--- src/rtl/aes_pkg.sv ---
// Purpose : shared constants and FSM state type for the AES output byte streamer.
// Latency : n/a (package only).
// Backpressure: n/a (package only).
package aes_pkg;

    localparam int AES_BLOCK_W = 128;
    localparam int AES_BYTES   = 16;
    localparam int BYTE_IDX_W  = 4;

    // IDLE: nothing presented on the byte port; SEND: byte_out carries a valid byte.
    typedef enum logic {
        IDLE = 1'b0,
        SEND = 1'b1
    } stream_state_t;

endpackage

--- src/rtl/aes_blk_fifo.sv ---
// Purpose : DEPTH x 128-bit synchronous FIFO holding whole ciphertext blocks.
// Latency : a write is visible at the head on the cycle after its edge; head read is combinational.
// Backpressure: none internal; the caller must gate wr_en with full and rd_en with empty.
//
// Ports: clk, rst (async, active-high), wr_en/wr_data push a block, rd_en pops the head,
//        rd_data is the current head, full/empty/count reflect the registered occupancy.
module aes_blk_fifo
    import aes_pkg::*;
#(
    parameter int DEPTH = 2
) (
    input  logic                       clk,
    input  logic                       rst,
    input  logic                       wr_en,
    input  logic [AES_BLOCK_W-1:0]     wr_data,
    input  logic                       rd_en,
    output logic [AES_BLOCK_W-1:0]     rd_data,
    output logic                       full,
    output logic                       empty,
    output logic [$clog2(DEPTH):0]     count
);

    localparam int PTR_W = $clog2(DEPTH);
    localparam int CNT_W = $clog2(DEPTH) + 1;

    logic [AES_BLOCK_W-1:0] mem [DEPTH];
    logic [PTR_W-1:0]       wr_ptr;
    logic [PTR_W-1:0]       rd_ptr;

    // Storage carries no reset: occupancy is tracked by count, so stale
    // contents are never presented.
    always_ff @(posedge clk) begin
        if (wr_en) begin
            mem[wr_ptr] <= wr_data;
        end
    end

    // DEPTH is a power of two, so pointer wrap is plain binary overflow.
    always_ff @(posedge clk or posedge rst) begin
        if (rst) begin
            wr_ptr <= '0;
            rd_ptr <= '0;
            count  <= '0;
        end else begin
            if (wr_en) begin
                wr_ptr <= wr_ptr + 1'b1;
            end
            if (rd_en) begin
                rd_ptr <= rd_ptr + 1'b1;
            end
            case ({wr_en, rd_en})
                2'b10:   count <= count + 1'b1;
                2'b01:   count <= count - 1'b1;
                default: count <= count;
            endcase
        end
    end

    assign rd_data = mem[rd_ptr];
    assign full    = (count == CNT_W'(DEPTH));
    assign empty   = (count == '0);

endmodule

--- src/rtl/aes_byte_streamer.sv ---
// Purpose : captures AES ciphertext blocks on blk_valid and streams them out MSB byte first.
// Latency : block accepted at edge N -> byte 0 valid after edge N+1; 16 beats per block.
// Backpressure: byte_ready stalls the byte port; blk_valid while full (and no pop) drops the block and counts it.
//
// Ports: clk, rst (async, active-high); blk_in/blk_valid from the AES core;
//        byte_out/byte_valid/byte_ready/byte_last consumer handshake;
//        full/empty storage status; overflow/ovf_cnt drop reporting, cleared by clr_ovf.
module aes_byte_streamer
    import aes_pkg::*;
#(
    parameter int DEPTH     = 2,
    parameter int OVF_CNT_W = 8
) (
    input  logic                   clk,
    input  logic                   rst,
    input  logic [AES_BLOCK_W-1:0] blk_in,
    input  logic                   blk_valid,
    output logic [7:0]             byte_out,
    output logic                   byte_valid,
    input  logic                   byte_ready,
    output logic                   byte_last,
    output logic                   full,
    output logic                   empty,
    output logic                   overflow,
    input  logic                   clr_ovf,
    output logic [OVF_CNT_W-1:0]   ovf_cnt
);

    localparam int CNT_W = $clog2(DEPTH) + 1;

    stream_state_t          state;
    logic [BYTE_IDX_W-1:0]  byte_idx;
    logic [AES_BLOCK_W-1:0] head;
    logic [CNT_W-1:0]       count;
    logic [CNT_W-1:0]       count_after;
    logic                   beat;
    logic                   pop;
    logic                   accept;
    logic                   drop;
    logic [6:0]             byte_lsb;

    assign beat   = byte_valid & byte_ready;
    assign pop    = beat & byte_last;
    // A pop frees the head slot on the same edge, so a full FIFO can still
    // take a block that lands on the head's last beat.
    assign accept = blk_valid & (~full | pop);
    assign drop   = blk_valid & full & ~pop;

    // Occupancy as it will be after this edge; decides whether streaming continues.
    assign count_after = count + CNT_W'(accept) - CNT_W'(pop);

    aes_blk_fifo #(
        .DEPTH (DEPTH)
    ) u_fifo (
        .clk     (clk),
        .rst     (rst),
        .wr_en   (accept),
        .wr_data (blk_in),
        .rd_en   (pop),
        .rd_data (head),
        .full    (full),
        .empty   (empty),
        .count   (count)
    );

    // Byte k sits at bits [127-8k -: 8]; for a 4-bit index 8*(15-k) is just ~k shifted by 3.
    assign byte_lsb   = {~byte_idx, 3'b000};
    assign byte_valid = (state == SEND);
    assign byte_last  = byte_valid & (byte_idx == BYTE_IDX_W'(AES_BYTES - 1));
    assign byte_out   = byte_valid ? head[byte_lsb +: 8] : 8'h00;

    always_ff @(posedge clk or posedge rst) begin
        if (rst) begin
            state    <= IDLE;
            byte_idx <= '0;
        end else begin
            case (state)
                IDLE: begin
                    byte_idx <= '0;
                    if (count != '0) begin
                        state <= SEND;
                    end
                end
                SEND: begin
                    if (beat) begin
                        if (byte_last) begin
                            byte_idx <= '0;
                            if (count_after == '0) begin
                                state <= IDLE;
                            end
                        end else begin
                            byte_idx <= byte_idx + 1'b1;
                        end
                    end
                end
                default: begin
                    state    <= IDLE;
                    byte_idx <= '0;
                end
            endcase
        end
    end

    // A drop in the same cycle as clr_ovf wins: the flag stays set and the
    // count restarts at one so the fresh drop is not lost.
    always_ff @(posedge clk or posedge rst) begin
        if (rst) begin
            overflow <= 1'b0;
            ovf_cnt  <= '0;
        end else if (drop) begin
            overflow <= 1'b1;
            if (clr_ovf) begin
                ovf_cnt <= OVF_CNT_W'(1);
            end else if (~&ovf_cnt) begin
                ovf_cnt <= ovf_cnt + OVF_CNT_W'(1);
            end
        end else if (clr_ovf) begin
            overflow <= 1'b0;
            ovf_cnt  <= '0;
        end
    end

endmodule

--- config.mk ---
export PLATFORM = sky130hd
export DESIGN_NAME = aes_byte_streamer
export DESIGN_NICKNAME = d
export VERILOG_FILES = /design/src/rtl/aes_pkg.sv /design/src/rtl/aes_blk_fifo.sv /design/src/rtl/aes_byte_streamer.sv
export SDC_FILE = /design/constraint.sdc
export NUM_CORES = 1
export LEC_CHECK = 0
export CAP_MARGIN = 20
export CORE_ASPECT_RATIO = 2
export CORE_MARGIN = 2
export CORE_UTILIZATION = 49
export DETAILED_ROUTE_END_ITERATION = 6
export GPL_TIMING_DRIVEN = 0
export PLACE_DENSITY = 0.76
export SETUP_SLACK_MARGIN = 0.5
export SYNTH_ARGS = -nofsm -noshare
export SYNTH_HDL_FRONTEND = slang
export SYNTH_SLANG_ARGS = --single-unit
--- constraint.sdc ---
create_clock -name clk -period 7.1 [get_ports clk]
set_clock_uncertainty 0.15 [all_clocks]
set_input_delay 1.42 -clock clk [delete_from_list [all_inputs] [get_ports clk]]
set_output_delay 1.42 -clock clk [all_outputs]
set_load 0.005 [all_outputs]
==> summary.md, run 1 <==
| Metric | Value |
|---|---|
| Cell count after synthesis | `565` |
| Worst endpoint data arrival time | `3100 ps` |
| Average via count per standard cell | `5.785` |
| Share of the cycle needed by the critical path after routing | `65.76%` |
| Area of the core | `21,970 µm²` |
| Critical Path Stages | `7` |
| Final Net Count | `887` |
| Wire length of the first global-routing pass | `37,070 µm` |
| Mean routed wirelength per cell | `23.80 µm` |
| CTS tree | `done` |
| Clock sink count | `274` |
| Clock Latency Late Sink | `520 ps` |
| Count of standard-cell rows | `77` |
| Cell variety after synth | `52` |
| Via count of the first global-routing pass | `6,647` |
| Number of instances on the worst hold path | `2` |
| CP max-delay cell | `sky130_fd_sc_hd__clkdlybuf4s50_1` |
| Mean Syn Cell Area | `19.35 µm²` |
| Total gr overflow | `0` |
| Total routing resource utilization after global routing | `21.55%` |
| Layout overhead on the synthesized area | `26.32%` |
| # diodes | `0` |
| Number of buffers added on ports | `153` |
| Clock Pin Slew Worst Setup and Hold Paths | `70 ps` |
| Post-route standard cell area excluding fillers | `13,810 µm²` |
| Layout cell share with drive strength beyond 1 | `20.42%` |
| I/O pin count | `154` |
| Router iterations before antenna repair | `5` |
| Post-layout minimum cycle time | `4669 ps` |
| Count of flip-flops with a built-in enable after synthesis | `256` |
| Power consumption | `0.005172 W` |
| Total count of hold-check failures in the final report | `0` |
| Final HPWL DP | `18,390 µm` |
| Worst slew slack as a fraction of its limit | `42.80%` |
| RD Place Congestion | `0.8778` |
| Cell area power density | `374.6 nW/µm²` |
| Kind of critical path | `reg2out` |
| Critical Path Fanout Max | `10` |
| Synthesis-stage register bit count | `274` |
| Quantity of gates resized following cts | `0` |
| Status | `finished, final reports clean` |
| Cell family with the largest share of critical-path delay | `buffers and inverters` |
| Highest ir drop seen on vdd | `227.2 µV` |
| Post-synth net total | `700` |
| Most frequent CP cell | `sky130_fd_sc_hd__buf_2` |
| Leading cell type in the layout, fill and taps excluded | `sky130_fd_sc_hd__edfxtp_1` |
| Violation count after the first detailed-route iteration | `399` |
| Buffers & Inverters on Critical Path | `3` |
| Number of setup violations in the final report | `0` |
| Fill cells | `1,548` |
| Hold-fix buffer count after cts | `0` |
| Die ar. | `23,590 µm²` |
| Clock buffer count from CTS | `24` |
| Depth of the worst register-to-register path | `7` |
| Fmax achieved | `214.2 MHz` |
| Final slew viol count | `0` |
| Post-Place Cell Area | `13,010 µm²` |
| CP max stage delay | `490 ps` |
| Count of synthesis-stage warnings from yosys | `0` |
| Combined area of all synthesized cells | `10,930 µm²` |
| Post-synth top flop | `sky130_fd_sc_hd__edfxtp_1` |
| Clock root buffer | `sky130_fd_sc_hd__clkbuf_16` |
| Type of the most critical hold path | `reg2reg` |
| Proportion of register bits with asynchronous set or reset after synthesis | `6.569%` |
| Starting density of the core | `49.76%` |
| DRT antenna net count | `0` |
| Final critical-path setup slack | `2431 ps` |
| Buffers from clock root to sink, at most | `3` |
| Horiz. Die Dim | `109.6 µm` |
| Number of antenna violations at the first check in global routing | `0` |
| Startpoint types | `register` |
| Worst slack, placed | `2707 ps` |
| Leakage | `4.559 nW` |
| Pin count of the biggest net entering global routing | `37` |
| Share of synthesized area occupied by flip-flops and latches | `74.45%` |
| Endpoint required time on the critical path | `5530 ps` |
| Ordered list of cells on the worst path | `buf_2 > buf_2 > mux4_2 > mux2i_1 > o2111ai_1 > and3_1 > clkdlybuf4s50_1` |
| RSZ-0062 raised after global routing | `false` |
| Post-CTS setup-driven buffer insertion count | `0` |
| Most frequent cells in the layout | `256 x sky130_fd_sc_hd__edfxtp_1, 153 x sky130_fd_sc_hd__clkdlybuf4s50_1, 47 x sky130_fd_sc_hd__mux2_2` |
| Final wirelength | `24,870 µm` |
| Floorplan die height | `215.2 µm` |
| Post-route DRC violation count | `0` |
| Number of maximum-capacitance violations | `0` |
| Endpoint kind of the worst setup timing path | `output pin` |
| Transition time at the pin with the least slew margin | `849.1 ps` |
| Routed via count | `6,045` |
| H-Tree Depth | `1` |
[Yosys cell counts (2+ instances only)]
cell type | instances | share of area (%)
sky130_fd_sc_hd__ha_1 | 2 | 0.23
sky130_fd_sc_hd__a22oi_1 | 8 | 0.55
sky130_fd_sc_hd__nor2_1 | 6 | 0.21
sky130_fd_sc_hd__and2_1 | 4 | 0.23
sky130_fd_sc_hd__o21a_1 | 2 | 0.14
sky130_fd_sc_hd__dfrtp_1 | 18 | 4.1
sky130_fd_sc_hd__or2_2 | 2 | 0.11
sky130_fd_sc_hd__edfxtp_1 | 256 | 70
sky130_fd_sc_hd__nand3_1 | 7 | 0.32
sky130_fd_sc_hd__o2111ai_1 | 9 | 0.72
sky130_fd_sc_hd__mux2i_1 | 10 | 0.92
sky130_fd_sc_hd__o22ai_1 | 8 | 0.46
sky130_fd_sc_hd__and3_1 | 12 | 0.69
sky130_fd_sc_hd__mux4_2 | 40 | 8.2
sky130_fd_sc_hd__o211ai_1 | 9 | 0.62
sky130_fd_sc_hd__clkbuf_1 | 8 | 0.27
sky130_fd_sc_hd__nor2b_1 | 6 | 0.34
sky130_fd_sc_hd__xnor2_1 | 2 | 0.16
sky130_fd_sc_hd__buf_6 | 7 | 0.72
sky130_fd_sc_hd__inv_1 | 6 | 0.21
sky130_fd_sc_hd__a21oi_1 | 6 | 0.27
sky130_fd_sc_hd__o31ai_1 | 2 | 0.14
sky130_fd_sc_hd__mux2_2 | 47 | 4.8
sky130_fd_sc_hd__o21bai_1 | 7 | 0.48
sky130_fd_sc_hd__buf_1 | 3 | 0.10
sky130_fd_sc_hd__inv_2 | 2 | 0.069
sky130_fd_sc_hd__o21ai_0 | 10 | 0.46
sky130_fd_sc_hd__xor2_1 | 2 | 0.16
sky130_fd_sc_hd__nor4_1 | 2 | 0.11
sky130_fd_sc_hd__buf_2 | 10 | 0.46
sky130_fd_sc_hd__a221oi_1 | 7 | 0.56
sky130_fd_sc_hd__a211oi_1 | 3 | 0.21
sky130_fd_sc_hd__nand2_1 | 21 | 0.72
sky130_fd_sc_hd__nor3_1 | 3 | 0.14
[cell families (layout without fill, tap and decap cells)]
group | Yosys count | in the layout | share of synthesized area, %
AO/OA/AOI/OAI | 77 | 77 | 5.185
XOR/XNOR | 4 | 4 | 0.3206
adder cells (fa/ha/maj) | 2 | 2 | 0.2289
buffers and inverters | 39 | 243 | 2.221
flip-flops | 274 | 274 | 74.45
multiplexers | 98 | 98 | 14.14
AND/OR/NAND/NOR | 71 | 71 | 3.457
[worst reg2reg max path, cell delays in order, from the launching register on]
cell and delay (ps):
sky130_fd_sc_hd__dfrtp_1 380, sky130_fd_sc_hd__ha_1 230, sky130_fd_sc_hd__nand3_1 190, sky130_fd_sc_hd__nor2_1 220
sky130_fd_sc_hd__o21ai_0 320, sky130_fd_sc_hd__nor2_4 690, sky130_fd_sc_hd__buf_16 270, sky130_fd_sc_hd__buf_12 240
[metal layers]
metal / GRT usage [%] / share of wire, % / vias to the layer above
li1: - / - / 2689
met1: 22.52 / 34 / 3039
met2: 40.25 / 56 / 249
met3: 2.578 / 4.8 / 68
met4: 11.73 / 5.7 / 0
met5: 0 / 0 / -
[flip-flops by register name, indices dropped and copies added, names as in the netlist]
| signal | count |
|---|---|
| u_fifo.rd_ptr | 1 |
| overflow | 1 |
| ovf_cnt | 8 |
| u_fifo.count | 2 |
| byte_valid | 1 |
| u_fifo.mem | 256 |
| u_fifo.wr_ptr | 1 |
| byte_idx | 4 |
[power by group]
| group | total (W) | leakage (nW) | switching, W | internal [W] |
|---|---|---|---|---|
| Clock | 0.00133 | 0.391 | 0.000545 | 0.000787 |
| Sequential | 0.00228 | 2.60 | 0.000109 | 0.00217 |
| Combinational | 0.00156 | 1.57 | 0.000806 | 0.000750 |
| Total | 0.00517 | 4.56 | 0.00146 | 0.00371 |
[layout make-up]
type	count	area, µm²	area share [%]
multi-input combinational	252	2565	18.58
inverter	8	30.03	0.2175
sequential	274	8138	58.94
clock inverter	12	153.9	1.115
timing repair buffer	161	1714	12.42
tap	276	345.3	2.501
clock buffer	31	648.1	4.694
buffer	31	212.7	1.541
[through the flow]
stage	TNS, ps	cells	util, %	hold slack, ps
3_3_place_gp	-1016280	994	58.30	333.8
3_5_place_dp	0	1002	59.20	403.1
4_1_cts	0	1045	62.86	414.6
6_report	0	1045	62.86	410.4
2_1_floorplan	-217270	565	-	318.1
5_1_grt	0	1045	62.86	439.0
[final timing paths]
path / end / slack, ps / start
max: byte_out[1] / 2430 / byte_idx[0]
min reg2reg: overflow / 410 / overflow
min in group asynchronous: u_fifo.count[0] / 1160 / rst
min: overflow / 410 / overflow
max in group asynchronous: ovf_cnt[4] / 5190 / rst
max reg2reg: u_fifo.mem[0][49] / 4080 / byte_idx[0]
Note: power is estimated with default switching activity, not from simulation.
==> run 2, diff against run 1 <==
- CORE_UTILIZATION: 49 -> 50
- PLACE_DENSITY: 0.76 -> 0.74
- clock period: 7.1 -> 4.72 ns (I/O delays scaled with it)
==> summary.md, run 2 (synthesized netlist as in run 1, its figures left out) <==
| Metric | Value |
|---|---|
| RD Place Congestion | `0.9014` |
| Routed via count | `6,060` |
| H-Tree Depth | `1` |
| Wire length of the first global-routing pass | `36,690 µm` |
| Post-Place Cell Area | `12,990 µm²` |
| Amount of wire on met3 after detailed routing | `1304 µm` |
| Uppermost layer routed | `met4` |
| Number of setup violations in the final report | `0` |
| Starting density of the core | `50.86%` |
| Pin count of the biggest net entering global routing | `33` |
| Largest registers ranked by flip-flop count | `u_fifo.mem: 256 flops, ovf_cnt: 8 flops, byte_idx: 4 flops` |
| Worst endpoint data arrival time | `3060 ps` |
| Clock Pin Slew Worst Setup and Hold Paths | `70 ps` |
| Violation count after the first detailed-route iteration | `489` |
| Most frequent cells in the layout | `256 x sky130_fd_sc_hd__edfxtp_1, 153 x sky130_fd_sc_hd__clkdlybuf4s50_1, 47 x sky130_fd_sc_hd__mux2_2` |
| Number of instances in the placed design | `999` |
| Clock root buffer | `sky130_fd_sc_hd__clkbuf_16` |
| # diodes | `0` |
| Clock buffer count from CTS | `23` |
| Fmax achieved | `241.0 MHz` |
| Clock Latency Late Sink | `520 ps` |
| Number of maximum-capacitance violations | `0` |
| Layout overhead on the synthesized area | `25.50%` |
| Final HPWL DP | `18,030 µm` |
| Met2 wirelength from detailed routing | `13,870 µm` |
| Share of the cycle needed by the critical path after routing | `87.92%` |
| Mean routed wirelength per cell | `23.83 µm` |
| Hold WS | `381.5 ps` |
| Kind of critical path | `reg2out` |
| Status | `finished, final reports clean` |
| Total routing resource utilization after global routing | `21.79%` |
| Final Net Count | `886` |
| Final wirelength | `24,810 µm` |
| Non-filler instance count after layout | `1,041` |
| Final core utilization | `63.83%` |
| Leading cell type in the layout, fill and taps excluded | `sky130_fd_sc_hd__edfxtp_1` |
| Type of the most critical hold path | `reg2reg` |
| DRT antenna net count | `0` |
| Cell area power density | `553.7 nW/µm²` |
| Number of antenna violations at the first check in global routing | `0` |
| Die ar. | `23,130 µm²` |
| Total gr overflow | `0` |
| Post-route DRC violation count | `0` |
| RSZ-0062 raised after global routing | `false` |
| Router iterations before antenna repair | `5` |
| Leakage | `4.500 nW` |
| Highest ir drop seen on vdd | `340.5 µV` |
| Worst slew slack as a fraction of its limit | `41.07%` |
| Via count of the first global-routing pass | `6,582` |
| Number of buffers added on ports | `153` |
| Area of the core | `21,490 µm²` |
| Floorplan die height | `213.1 µm` |
| Endpoint required time on the critical path | `3630 ps` |
| Horiz. Die Dim | `108.6 µm` |
| Post-route standard cell area excluding fillers | `13,720 µm²` |
| Layout cell share with drive strength beyond 1 | `21.09%` |
| Transition time at the pin with the least slew margin | `881.8 ps` |
| Startpoint types | `register` |
| Max FFs per register | `256` |
| CTS tree | `done` |
| Top reg by flops | `u_fifo.mem` |
| Final slew viol count | `0` |
| Power consumption | `0.007595 W` |
| Total count of hold-check failures in the final report | `0` |
| Average via count per standard cell | `5.821` |
| Length of routed wiring on met1 | `8286 µm` |
| Post-layout minimum cycle time | `4150 ps` |
| Buffers from clock root to sink, at most | `3` |
| Clock sink count | `274` |
| Post-CTS setup-driven buffer insertion count | `0` |
| Critical Path Fanout Max | `10` |
| Count of standard-cell rows | `76` |
| I/O pin count | `154` |
| Endpoint kind of the worst setup timing path | `output pin` |
run 2: cell types whose count changed in the layout (fill, tap and decap cells not counted), sizes merged:
cell and delta:
clkinv +3, bufinv -3, inv +1, buf -4
clkinvlp +3, clkbuf -1
run 2: power breakdown:
group / total, W / switching, W / internal [W]
clock: 0.00181 / 0.000851 / 0.000960
combinational: 0.00235 / 0.00122 / 0.00114
sequential: 0.00343 / 0.000160 / 0.00327
total: 0.00760 / 0.00223 / 0.00537
run 2: final cells by class:
cell class / count / area [µm²]
flip-flops and latches: 274 / 8138
fillers: 1545 / 7772
multi-input cells: 252 / 2572
repair buffers: 161 / 1707
clock buffers: 26 / 586.8
well taps: 273 / 341.6
plain buffers: 31 / 221.5
clock inverters: 16 / 121.4
inverters: 8 / 30.03
run 2: stage by stage:
step / TNS (ps) / setup WS, ps
global route: 0 / 539.4
CTS: 0 / 529.6
finish: 0 / 570.0
global placement: -702840 / -2768
detailed placement: 0 / 254.2
floorplan: -161020 / -629.2
run 2: worst max-delay path, cell delays in order (launching register included):
cell	delay, ps
sky130_fd_sc_hd__dfrtp_1	340
sky130_fd_sc_hd__buf_6	200
sky130_fd_sc_hd__buf_6	210
sky130_fd_sc_hd__buf_6	190
sky130_fd_sc_hd__mux2_2	350
sky130_fd_sc_hd__a22oi_1	340
sky130_fd_sc_hd__o2111ai_1	200
sky130_fd_sc_hd__and3_1	210
sky130_fd_sc_hd__clkdlybuf4s50_1	480
run 2: path summary, 6_finish.rpt:
| path | endpoint | slack [ps] | start | cells past startpoint |
|---|---|---|---|---|
| min in group asynchronous | ovf_cnt[7] | 700 | rst | 2 |
| min | overflow | 380 | overflow | 2 |
| max reg2reg | u_fifo.mem[1][49] | 1200 | byte_idx[0] | 9 |
| max in group asynchronous | u_fifo.wr_ptr | 3250 | rst | 2 |
| min reg2reg | overflow | 380 | overflow | 2 |
| max | byte_out[1] | 570 | u_fifo.rd_ptr | 8 |
run 2: metal layers:
metal / vias to the layer above / global-route usage, %
met1: 3050 / 23.00
li1: 2687 / -
met5: - / 0
met4: 0 / 11.67
met3: 71 / 2.778
met2: 252 / 40.95
run 2: repair_timing:
action                     CTS  global route
pin swaps                    0             0
gates resized for setup      2             4
hold buffers                 0             0
setup endpoints to repair    2             2
==> run 3, diff against run 2 <==
- CORE_ASPECT_RATIO: 2 -> 1.5
- HOLD_SLACK_MARGIN: not set -> 0.15
==> summary.md, run 3 (synthesized netlist as in run 1, its figures left out) <==
| Metric | Value |
|---|---|
| Cell area power density | `568.9 nW/µm²` |
| Area of the core | `21,550 µm²` |
| Number of instances on the worst hold path | `2` |
| Clock root buffer | `sky130_fd_sc_hd__clkbuf_16` |
| Max FFs per register | `256` |
| Count of standard-cell rows | `66` |
| Kind of critical path | `reg2out` |
| Final HPWL DP | `17,080 µm` |
| Number of instances in the placed design | `998` |
| Number of antenna violations at the first check in global routing | `0` |
| RD Place Congestion | `0.9195` |
| Largest registers ranked by flip-flop count | `u_fifo.mem: 256 flops, ovf_cnt: 8 flops, byte_idx: 4 flops` |
| Via count of the first global-routing pass | `6,407` |
| Post-route standard cell area excluding fillers | `13,870 µm²` |
| Top reg by flops | `u_fifo.mem` |
| Final core utilization | `64.35%` |
| Violation count after the first detailed-route iteration | `504` |
| Mean routed wirelength per cell | `22.66 µm` |
| Area occupied by registers | `8138 µm²` |
| Critical Path Fanout Max | `10` |
| I/O pin count | `154` |
| Startpoint types | `register` |
| Fill cells | `1,458` |
| Endpoint kind of the worst setup timing path | `output pin` |
| Post-Place Cell Area | `12,990 µm²` |
| Die ar. | `23,080 µm²` |
| Post-CTS setup-driven buffer insertion count | `0` |
| Number of maximum-capacitance violations | `0` |
| Most frequent cells in the layout | `256 x sky130_fd_sc_hd__edfxtp_1, 153 x sky130_fd_sc_hd__clkdlybuf4s50_1, 47 x sky130_fd_sc_hd__mux2_2` |
| Final wirelength | `23,630 µm` |
| Status | `finished, final reports clean` |
| H-Tree Depth | `1` |
| Share of the cycle needed by the critical path after routing | `88.37%` |
| Worst slew slack as a fraction of its limit | `47.35%` |
| Area of the multi-input gates | `2569 µm²` |
| Fmax achieved | `239.7 MHz` |
| Routed via count | `6,008` |
| Router iterations before antenna repair | `6` |
| Layout cell share with drive strength beyond 1 | `21.92%` |
| Leading cell type in the layout, fill and taps excluded | `sky130_fd_sc_hd__edfxtp_1` |
| Wire length of the first global-routing pass | `35,880 µm` |
| Final slew viol count | `0` |
| Final Net Count | `888` |
| Clock Latency Late Sink | `510 ps` |
| Quantity of gates resized following cts | `0` |
| Post-route DRC violation count | `0` |
| Clock sink count | `274` |
| Leakage | `4.577 nW` |
| Final critical-path setup slack | `549.0 ps` |
| Pin count of the biggest net entering global routing | `34` |
| DRT antenna net count | `0` |
| RSZ-0062 raised after global routing | `false` |
| Worst endpoint data arrival time | `3080 ps` |
| Transition time at the pin with the least slew margin | `787.9 ps` |
| Worst slack, placed | `638.1 ps` |
| Non-filler instance count after layout | `1,043` |
| Type of the most critical hold path | `reg2reg` |
| Number of buffers added on ports | `153` |
| Floorplan die height | `185.1 µm` |
| Clock buffer count from CTS | `25` |
| Starting density of the core | `50.71%` |
| Highest ir drop seen on vdd | `343.4 µV` |
| Total count of hold-check failures in the final report | `0` |
| Hold WS | `380.8 ps` |
| Buffers from clock root to sink, at most | `3` |
| Post-layout minimum cycle time | `4171 ps` |
| Total routing resource utilization after global routing | `20.53%` |
| Horiz. Die Dim | `124.7 µm` |
| Average via count per standard cell | `5.760` |
| # diodes | `0` |
| Clock Pin Slew Worst Setup and Hold Paths | `70 ps` |
| Endpoint required time on the critical path | `3630 ps` |
| Depth of the worst register-to-register path | `8` |
| CTS tree | `done` |
| Number of setup violations in the final report | `0` |
| Layout overhead on the synthesized area | `26.89%` |
| Hold-fix buffer count after cts | `0` |
| Total gr overflow | `0` |
run 3: changes by cell type in the layout (fill, tap and decap cells not counted), moves of 2 or more:
| cell | change |
|---|---|
| sky130_fd_sc_hd__clkbuf_16 | +2 |
| sky130_fd_sc_hd__clkinv_1 | -3 |
| sky130_fd_sc_hd__bufinv_16 | +4 |
| sky130_fd_sc_hd__clkinv_2 | +2 |
| sky130_fd_sc_hd__clkinvlp_4 | +2 |
| sky130_fd_sc_hd__clkbuf_1 | -2 |
| sky130_fd_sc_hd__clkinv_4 | -2 |
run 3: metrics by stage:
stage | TNS, ps | power (W)
finish | 0 | 0.007891
global route | 0 | 0.008246
CTS | 0 | 0.007946
detailed placement | 0 | 0.005833
global placement | -696320 | 0.005719
floorplan | -161020 | 0.004860
run 3: cell type report:
type | instances | area share (%)
plain buffers | 31 | 1.579
clock buffers | 26 | 4.538
clock inverters | 19 | 1.714
inverters | 8 | 0.2165
multi-input cells | 252 | 18.52
flip-flops and latches | 274 | 58.67
well taps | 272 | 2.454
repair buffers | 161 | 12.30
run 3: worst paths after layout:
kind	endpoint	slack, ps	startpoint
worst min-delay path	overflow	380	overflow
min in group asynchronous	u_fifo.count[1]	690	rst
worst max-delay path	byte_out[2]	550	u_fifo.rd_ptr
max in group asynchronous	u_fifo.wr_ptr	3290	rst
worst min register to register	overflow	380	overflow
worst max register to register	u_fifo.mem[1][89]	1560	byte_idx[0]
run 3: report_power, final:
| group | leakage [nW] | total [W] | internal (W) | switching (W) |
|---|---|---|---|---|
| logic | 1.56 | 0.00235 | 0.00113 | 0.00122 |
| clock network | 0.412 | 0.00211 | 0.00125 | 0.000863 |
| registers | 2.60 | 0.00342 | 0.00327 | 0.000154 |
| total | 4.58 | 0.00789 | 0.00565 | 0.00224 |
run 3: worst max-delay path, stage by stage (launching register included):
cell and delay (ps):
sky130_fd_sc_hd__dfrtp_1 340, sky130_fd_sc_hd__buf_6 190, sky130_fd_sc_hd__buf_2 320, sky130_fd_sc_hd__mux2_2 380, sky130_fd_sc_hd__a221oi_1 410, sky130_fd_sc_hd__o211ai_1 200
sky130_fd_sc_hd__and3_1 270, sky130_fd_sc_hd__clkdlybuf4s50_1 460
run 3: per-layer routing:
layer / wire length, µm / GRT usage [%] / share of wire (%) / vias to the layer above
li1: - / - / - / 2689
met1: 8571 / 23.84 / 36 / 3018
met2: 12850 / 37.99 / 54 / 250
met3: 1461 / 3.842 / 6.2 / 51
met4: 750 / 7.461 / 3.2 / 0
met5: 0 / 0 / 0 / -
